## src/rtl/aska_spi_host.sv

```systemverilog
// SPI mode 0 host that ships the ASKA configuration words (conf0, conf1, ele1, ele2) as framed transfers.
// Optional build macro ASKA_SPI_PARITY_EN appends an odd-parity bit after the data LSB of every frame.
module aska_spi_host #(
    parameter int M       = 33,
    parameter int CLK_DIV = 4
) (
    input  logic         clk,
    input  logic         reset,
    input  logic         start,
    input  logic [3:0]   word_mask,
    input  logic [M-1:0] conf0,
    input  logic [M-1:0] conf1,
    input  logic [M-1:0] ele1,
    input  logic [M-1:0] ele2,
    output logic         SPI_CS,
    output logic         SPI_Clk,
    output logic         SPI_MOSI,
    output logic         busy,
    output logic         done
);

`ifdef ASKA_SPI_PARITY_EN
    localparam int NB = M + 3;
`else
    localparam int NB = M + 2;
`endif
    localparam int CW = $clog2(CLK_DIV + 1);
    localparam int BW = $clog2(M + 3);
    localparam logic [CW-1:0] CNT_LAST = CW'(CLK_DIV - 1);
    localparam logic [BW-1:0] BIT_LAST = BW'(NB - 1);

    localparam logic [2:0] ST_IDLE = 3'd0;
    localparam logic [2:0] ST_LOW  = 3'd1;
    localparam logic [2:0] ST_HIGH = 3'd2;
    localparam logic [2:0] ST_HOLD = 3'd3;
    localparam logic [2:0] ST_GAP  = 3'd4;
    localparam logic [2:0] ST_FIN  = 3'd5;

    // Lowest selected address at or above 'from'; MSB of the result flags a hit.
    function automatic logic [2:0] find_next(input logic [3:0] mask, input logic [2:0] from);
        logic [2:0] r;
        r = 3'b000;
        for (int i = 3; i >= 0; i--) begin
            if ((i >= int'(from)) && mask[i]) begin
                r = {1'b1, 2'(i)};
            end
        end
        return r;
    endfunction

    function automatic logic [NB-1:0] build_frame(input logic [1:0] addr, input logic [M-1:0] word);
`ifdef ASKA_SPI_PARITY_EN
        return {addr, word, ~(^{addr, word})};
`else
        return {addr, word};
`endif
    endfunction

    function automatic logic [M-1:0] pick_word(input logic [1:0] idx, input logic [M-1:0] w0,
                                               input logic [M-1:0] w1, input logic [M-1:0] w2,
                                               input logic [M-1:0] w3);
        case (idx)
            2'd0:    return w0;
            2'd1:    return w1;
            2'd2:    return w2;
            2'd3:    return w3;
            default: return w0;
        endcase
    endfunction

    logic [2:0]    state_r;
    logic [CW-1:0] cnt_r;
    logic [BW-1:0] bit_cnt_r;
    logic          gap_half_r;
    logic [1:0]    addr_r;
    logic [3:0]    mask_r;
    logic [M-1:0]  words_r [4];
    logic [NB-1:0] shift_r;
    logic          cs_r, sclk_r, mosi_r, busy_r, done_r;

    logic [2:0]    first_s, next_s;
    logic [NB-1:0] frame_first_s, frame_next_s;

    // Frame selection for the accepted request and for the frame following the current one.
    always_comb begin
        first_s       = find_next(word_mask, 3'd0);
        next_s        = find_next(mask_r, {1'b0, addr_r} + 3'd1);
        frame_first_s = build_frame(first_s[1:0], pick_word(first_s[1:0], conf0, conf1, ele1, ele2));
        frame_next_s  = build_frame(next_s[1:0], words_r[next_s[1:0]]);
    end

    // Transfer sequencer; pin values are registered alongside the state they belong to.
    always_ff @(posedge clk or posedge reset) begin
        if (reset) begin
            state_r    <= ST_IDLE;
            cnt_r      <= '0;
            bit_cnt_r  <= '0;
            gap_half_r <= 1'b0;
            addr_r     <= 2'd0;
            mask_r     <= 4'd0;
            shift_r    <= '0;
            for (int i = 0; i < 4; i++) begin
                words_r[i] <= '0;
            end
            cs_r   <= 1'b1;
            sclk_r <= 1'b0;
            mosi_r <= 1'b0;
            busy_r <= 1'b0;
            done_r <= 1'b0;
        end else begin
            case (state_r)
                ST_IDLE: begin
                    if (start) begin
                        words_r[0] <= conf0;
                        words_r[1] <= conf1;
                        words_r[2] <= ele1;
                        words_r[3] <= ele2;
                        mask_r     <= word_mask;
                        if (first_s[2]) begin
                            addr_r    <= first_s[1:0];
                            shift_r   <= frame_first_s;
                            mosi_r    <= frame_first_s[NB-1];
                            cnt_r     <= '0;
                            bit_cnt_r <= '0;
                            cs_r      <= 1'b0;
                            busy_r    <= 1'b1;
                            state_r   <= ST_LOW;
                        end else begin
                            done_r  <= 1'b1;
                            state_r <= ST_FIN;
                        end
                    end
                end
                ST_LOW: begin
                    if (cnt_r == CNT_LAST) begin
                        cnt_r   <= '0;
                        sclk_r  <= 1'b1;
                        state_r <= ST_HIGH;
                    end else begin
                        cnt_r <= cnt_r + CW'(1);
                    end
                end
                ST_HIGH: begin
                    if (cnt_r == CNT_LAST) begin
                        cnt_r  <= '0;
                        sclk_r <= 1'b0;
                        if (bit_cnt_r == BIT_LAST) begin
                            state_r <= ST_HOLD;
                        end else begin
                            bit_cnt_r <= bit_cnt_r + BW'(1);
                            shift_r   <= {shift_r[NB-2:0], 1'b0};
                            mosi_r    <= shift_r[NB-2];
                            state_r   <= ST_LOW;
                        end
                    end else begin
                        cnt_r <= cnt_r + CW'(1);
                    end
                end
                ST_HOLD: begin
                    if (cnt_r == CNT_LAST) begin
                        cnt_r      <= '0;
                        gap_half_r <= 1'b0;
                        cs_r       <= 1'b1;
                        mosi_r     <= 1'b0;
                        state_r    <= ST_GAP;
                    end else begin
                        cnt_r <= cnt_r + CW'(1);
                    end
                end
                // The gap is two half-periods long, so the narrow counter runs through twice.
                ST_GAP: begin
                    if (cnt_r != CNT_LAST) begin
                        cnt_r <= cnt_r + CW'(1);
                    end else if (!gap_half_r) begin
                        cnt_r      <= '0;
                        gap_half_r <= 1'b1;
                    end else if (next_s[2]) begin
                        cnt_r     <= '0;
                        bit_cnt_r <= '0;
                        addr_r    <= next_s[1:0];
                        shift_r   <= frame_next_s;
                        mosi_r    <= frame_next_s[NB-1];
                        cs_r      <= 1'b0;
                        state_r   <= ST_LOW;
                    end else begin
                        busy_r  <= 1'b0;
                        done_r  <= 1'b1;
                        state_r <= ST_FIN;
                    end
                end
                ST_FIN: begin
                    done_r  <= 1'b0;
                    state_r <= ST_IDLE;
                end
                default: begin
                    cs_r    <= 1'b1;
                    sclk_r  <= 1'b0;
                    mosi_r  <= 1'b0;
                    busy_r  <= 1'b0;
                    done_r  <= 1'b0;
                    state_r <= ST_IDLE;
                end
            endcase
        end
    end

    assign SPI_CS   = cs_r;
    assign SPI_Clk  = sclk_r;
    assign SPI_MOSI = mosi_r;
    assign busy     = busy_r;
    assign done     = done_r;

endmodule

```

## config.mk

```make
export PLATFORM = sky130hd
export DESIGN_NAME = aska_spi_host
export DESIGN_NICKNAME = d
export VERILOG_FILES = /design/src/rtl/aska_spi_host.sv
export SDC_FILE = /design/constraint.sdc
export NUM_CORES = 1
export LEC_CHECK = 0
export CAP_MARGIN = 15
export CORE_MARGIN = 5
export CORE_UTILIZATION = 30
export DETAILED_ROUTE_END_ITERATION = 12
export DONT_BUFFER_PORTS = 1
export PLACE_DENSITY_LB_ADDON = 0.12
export SLEW_MARGIN = 20
export SYNTH_ARGS = -nofsm -noshare
export SYNTH_HDL_FRONTEND = slang
export SYNTH_SLANG_ARGS = --single-unit
```

## constraint.sdc

```tcl
create_clock -name clk -period 11 [get_ports clk]
set_input_delay 1.1 -clock clk [delete_from_list [all_inputs] [get_ports clk]]
set_output_delay 1.1 -clock clk [all_outputs]
set_load 0.01 [all_outputs]
```

==> flow_summary_export.csv <==
group,metric,value,unit
timing,tightest_slew,1150,ps
setup_path,critPathLaunch,"mask_r[2]",
yosys,yosysMostFrequentCell,"dfrtp_1",
yosys,post-synth-top-area-cell,"dfrtp_1",
setup_path,r2r_start,"mask_r[2]",
layout,multi_input_area,0.00531,mm^2
setup_path,cp-end-kind,"flip-flop",
global_routing,track_usage,0.186,
setup_path,critPathRequiredTime,11330,ps
timing,whs,508,ps
setup_path,crit_type,"flip-flop to flip-flop",
min_path,hold_path.class,"flip-flop to flip-flop",
timing,rsz0062_at_grt,"no",
clock_tree,insertion_delay,440,ps
drt,routed_wl,36900,um
yosys,async_flop_share,1.00,
layout,final_nets,1196,
layout,fillers,3639,
drt,top_layer,"met4",
drt,vias_per_cell,5.51,
clock_tree,post_cts_buffers,0,
yosys,avgSynthCellArea,9.51,um^2
floorplan,die_area,0.0397,mm^2
drt,wl_met2,16900,um
yosys,ys.flop_type,"dfrtp_1",
yosys,synthTopCellsByCount,"dfrtp_1, a21oi_1, nand2_1",
timing,setup_viol,0,
layout,regArea,0.00473,mm^2
power,powerDensity,286,mW/mm^2
yosys,synth_warnings,0,
setup_path,rr_worst_depth,6,
run,drv_cap,0,
timing,drv_slew,0,
yosys,seq_area_frac_synth,0.440,
power,p_int,2.02,mW
power,clkPwrFrac,0.207,
floorplan,dieHeight,199,um
global_routing,overflow,0,
drt,drc,0,
power,sw_frac_of_total,0.392,
drt,vias,8417,
setup_path,cp_max_fo,41,
timing,slew-limit-headroom,0.235,
place,io_buffers,0,
yosys,ys_types,63,
yosys,syn_area,0.0107,mm^2
global_routing,grt_pass1_wl,56300,um
timing,fin_worst_skew,12.2,ps
timing,fin_crit_sh,0.287,
setup_path,crit_arrival,3490,ps
clock_tree,ctsResizeCount,0,
clock_tree,root_buffer,"clkbuf_16",
clock_tree,cts_buffers,17,
yosys,yosys_register_bits,189,
floorplan,core,0.0355,mm^2
setup_path,reg2reg_slack,7840,ps
clock_tree,ctsHoldBuffers,0,
drt,wl_met1,17100,um
yosys,synth_top_family_by_area,"compound AO/OA/AOI/OAI gates",
yosys,syn_nets,1272,
yosys,yosys.area_share.simple,0.0842,
yosys,synth_xor_xnor_area_share,0.000815,
power,power_frac_seq,0.378,
yosys,synth_top_cell_area_share,0.438,
floorplan,fp-row-count,69,
clock_tree,clockBufferDepth,2,
yosys,synth-adder-area-share,0.00349,
drt,dr.pass1.iters,5,
global_routing,first_global_vias,8612,
layout,drive_gt1_frac,0.189,
drt,wl_per_cell,24.1,um
floorplan,dieWidth,199,um
yosys,synthMuxAreaShare,0.115,
clock_tree,clk_pin_slew,70,ps
setup_path,start_kind,"flip-flop",
drt,wl_met3,2450,um
global_routing,grt_max_degree,172,
place,hpwl,22600,um
layout,areaGrowthSynthToFinish,8.43,%
clock_tree,cts_tree,"done",
power,total_power,3.33,mW
clock_tree,cts_sinks,189,
timing,tns,0,ps
place,place.gp.congestion,0.743,
timing,final_hold_viol_count,0,
outcome,status,"completed",
timing,fin_crit,3160,ps
global_routing,antenna_found_initial,0,
yosys,synth_edf_count,0,
power,leakage,4.46,nW
timing,timing.fmax,316,MHz
yosys,synth_cells,1130,
drt,final_antenna_net_count,0,
setup_path,cp-endpoint,"bit_cnt_r[1]",
setup_path,r2r-end,"bit_cnt_r[1]",
layout,antennaDiodeCount,0,
drt,drt_iter0_drc,562,
floorplan,start_util,0.303,
yosys,synth_compound_area_frac,0.283,
clock_tree,htree_levels,4,
yosys,synthTopCellsByArea,"dfrtp_1, mux2_2, a21oi_1",
power,power.switching,1.31,mW
floorplan,ioPinCount,144,
power,combPwrFrac,0.415,
power,vdd_drop_max,0.128,mV
sequential cells by signal, indices dropped and copies added, names as in the netlist, 2 cells and up:
signal     flops
cnt_r          3
addr_r         2
words_r      132
mask_r         3
shift_r       34
state_r        3
bit_cnt_r      6
cell type report:
cell class,instances,area share
clock buffer,20,0.0392
clock inverter,12,0.0156
inverter,72,0.0238
multi-input combinational,760,0.456
sequential,189,0.406
tap,461,0.0495
timing repair buffer,14,0.0101
power groups by stage:
stage / registers (mW) / clock network, mW / logic, mW
floorplan: 1.17 / 0 / 1.11
global placement: 1.26 / 0 / 1.37
detailed placement: 1.27 / 0 / 1.39
CTS: 1.26 / 0.711 / 1.39
global route: 1.30 / 0.736 / 1.52
finish: 1.26 / 0.688 / 1.38
routing by layer:
metal  vias up  GRT usage
li1       3953          -
met1      4260      0.260
met2       185      0.287
met3        19     0.0570
met4         0     0.0350
met5         -          0
how the worst min path moves through the flow:
| stage | startpoint | end | slack (ps) | cells after the start |
|---|---|---|---|---|
| after floorplan | cnt_r[1] | cnt_r[1] | 470 | 1 |
| after global placement | cnt_r[1] | cnt_r[1] | 490 | 1 |
| after detailed placement | words_r[85] | words_r[85] | 500 | 1 |
| after CTS | words_r[112] | words_r[112] | 510 | 1 |
| after global routing | words_r[130] | words_r[130] | 520 | 1 |
| final | words_r[85] | words_r[85] | 510 | 1 |
critical path, stage by stage, from the launching register on:
cell and delay, ps:
dfrtp_1 710, buf_4 420, o21bai_1 200, nand2_1 120, o32a_4 510, and2_4 670, mux2_4 350
cells by family after synthesis:
group / Yosys count
flip-flops: 189
XOR/XNOR: 1
AND/OR/NAND/NOR: 206
multiplexers: 110
buffers and inverters: 181
AO/OA/AOI/OAI: 440
adder cells (fa/ha/maj): 3
metrics by stage:
stage	setup slack, ps	cells	utilization	area, um^2
after floorplan	4760	1130	-	10700
after global placement	7410	1495	0.310	11000
after detailed placement	7390	1495	0.310	11000
after CTS	7510	1527	0.328	11600
after global routing	7690	1528	0.328	11600
final	7840	1528	0.328	11600
cells in the final DEF, fill, tap and decap left out, types with 3 or more instances in the layout:
| cell type | instances |
|---|---|
| nor3b_2 | 3 |
| or2_2 | 4 |
| clkbuf_16 | 17 |
| nand2b_1 | 8 |
| o21bai_1 | 3 |
| a31oi_1 | 3 |
| a2bb2oi_1 | 32 |
| mux2_2 | 102 |
| a221oi_1 | 6 |
| nor4_1 | 3 |
| o22ai_1 | 3 |
| a22oi_1 | 3 |
| inv_1 | 71 |
| ha_1 | 3 |
| bufinv_16 | 4 |
| dfrtp_1 | 188 |
| a211oi_1 | 3 |
| a21oi_1 | 158 |
| nor2b_1 | 5 |
| a2111oi_0 | 27 |
| nand2_1 | 151 |
| inv_6 | 3 |
| a41oi_1 | 4 |
| buf_4 | 12 |
| o221ai_1 | 33 |
| nor2_1 | 11 |
| mux2i_1 | 7 |
| o21a_1 | 5 |
| o21ai_0 | 107 |
| nand3_1 | 3 |
| a41oi_2 | 28 |
Note: power is estimated with default switching activity, not from simulation.
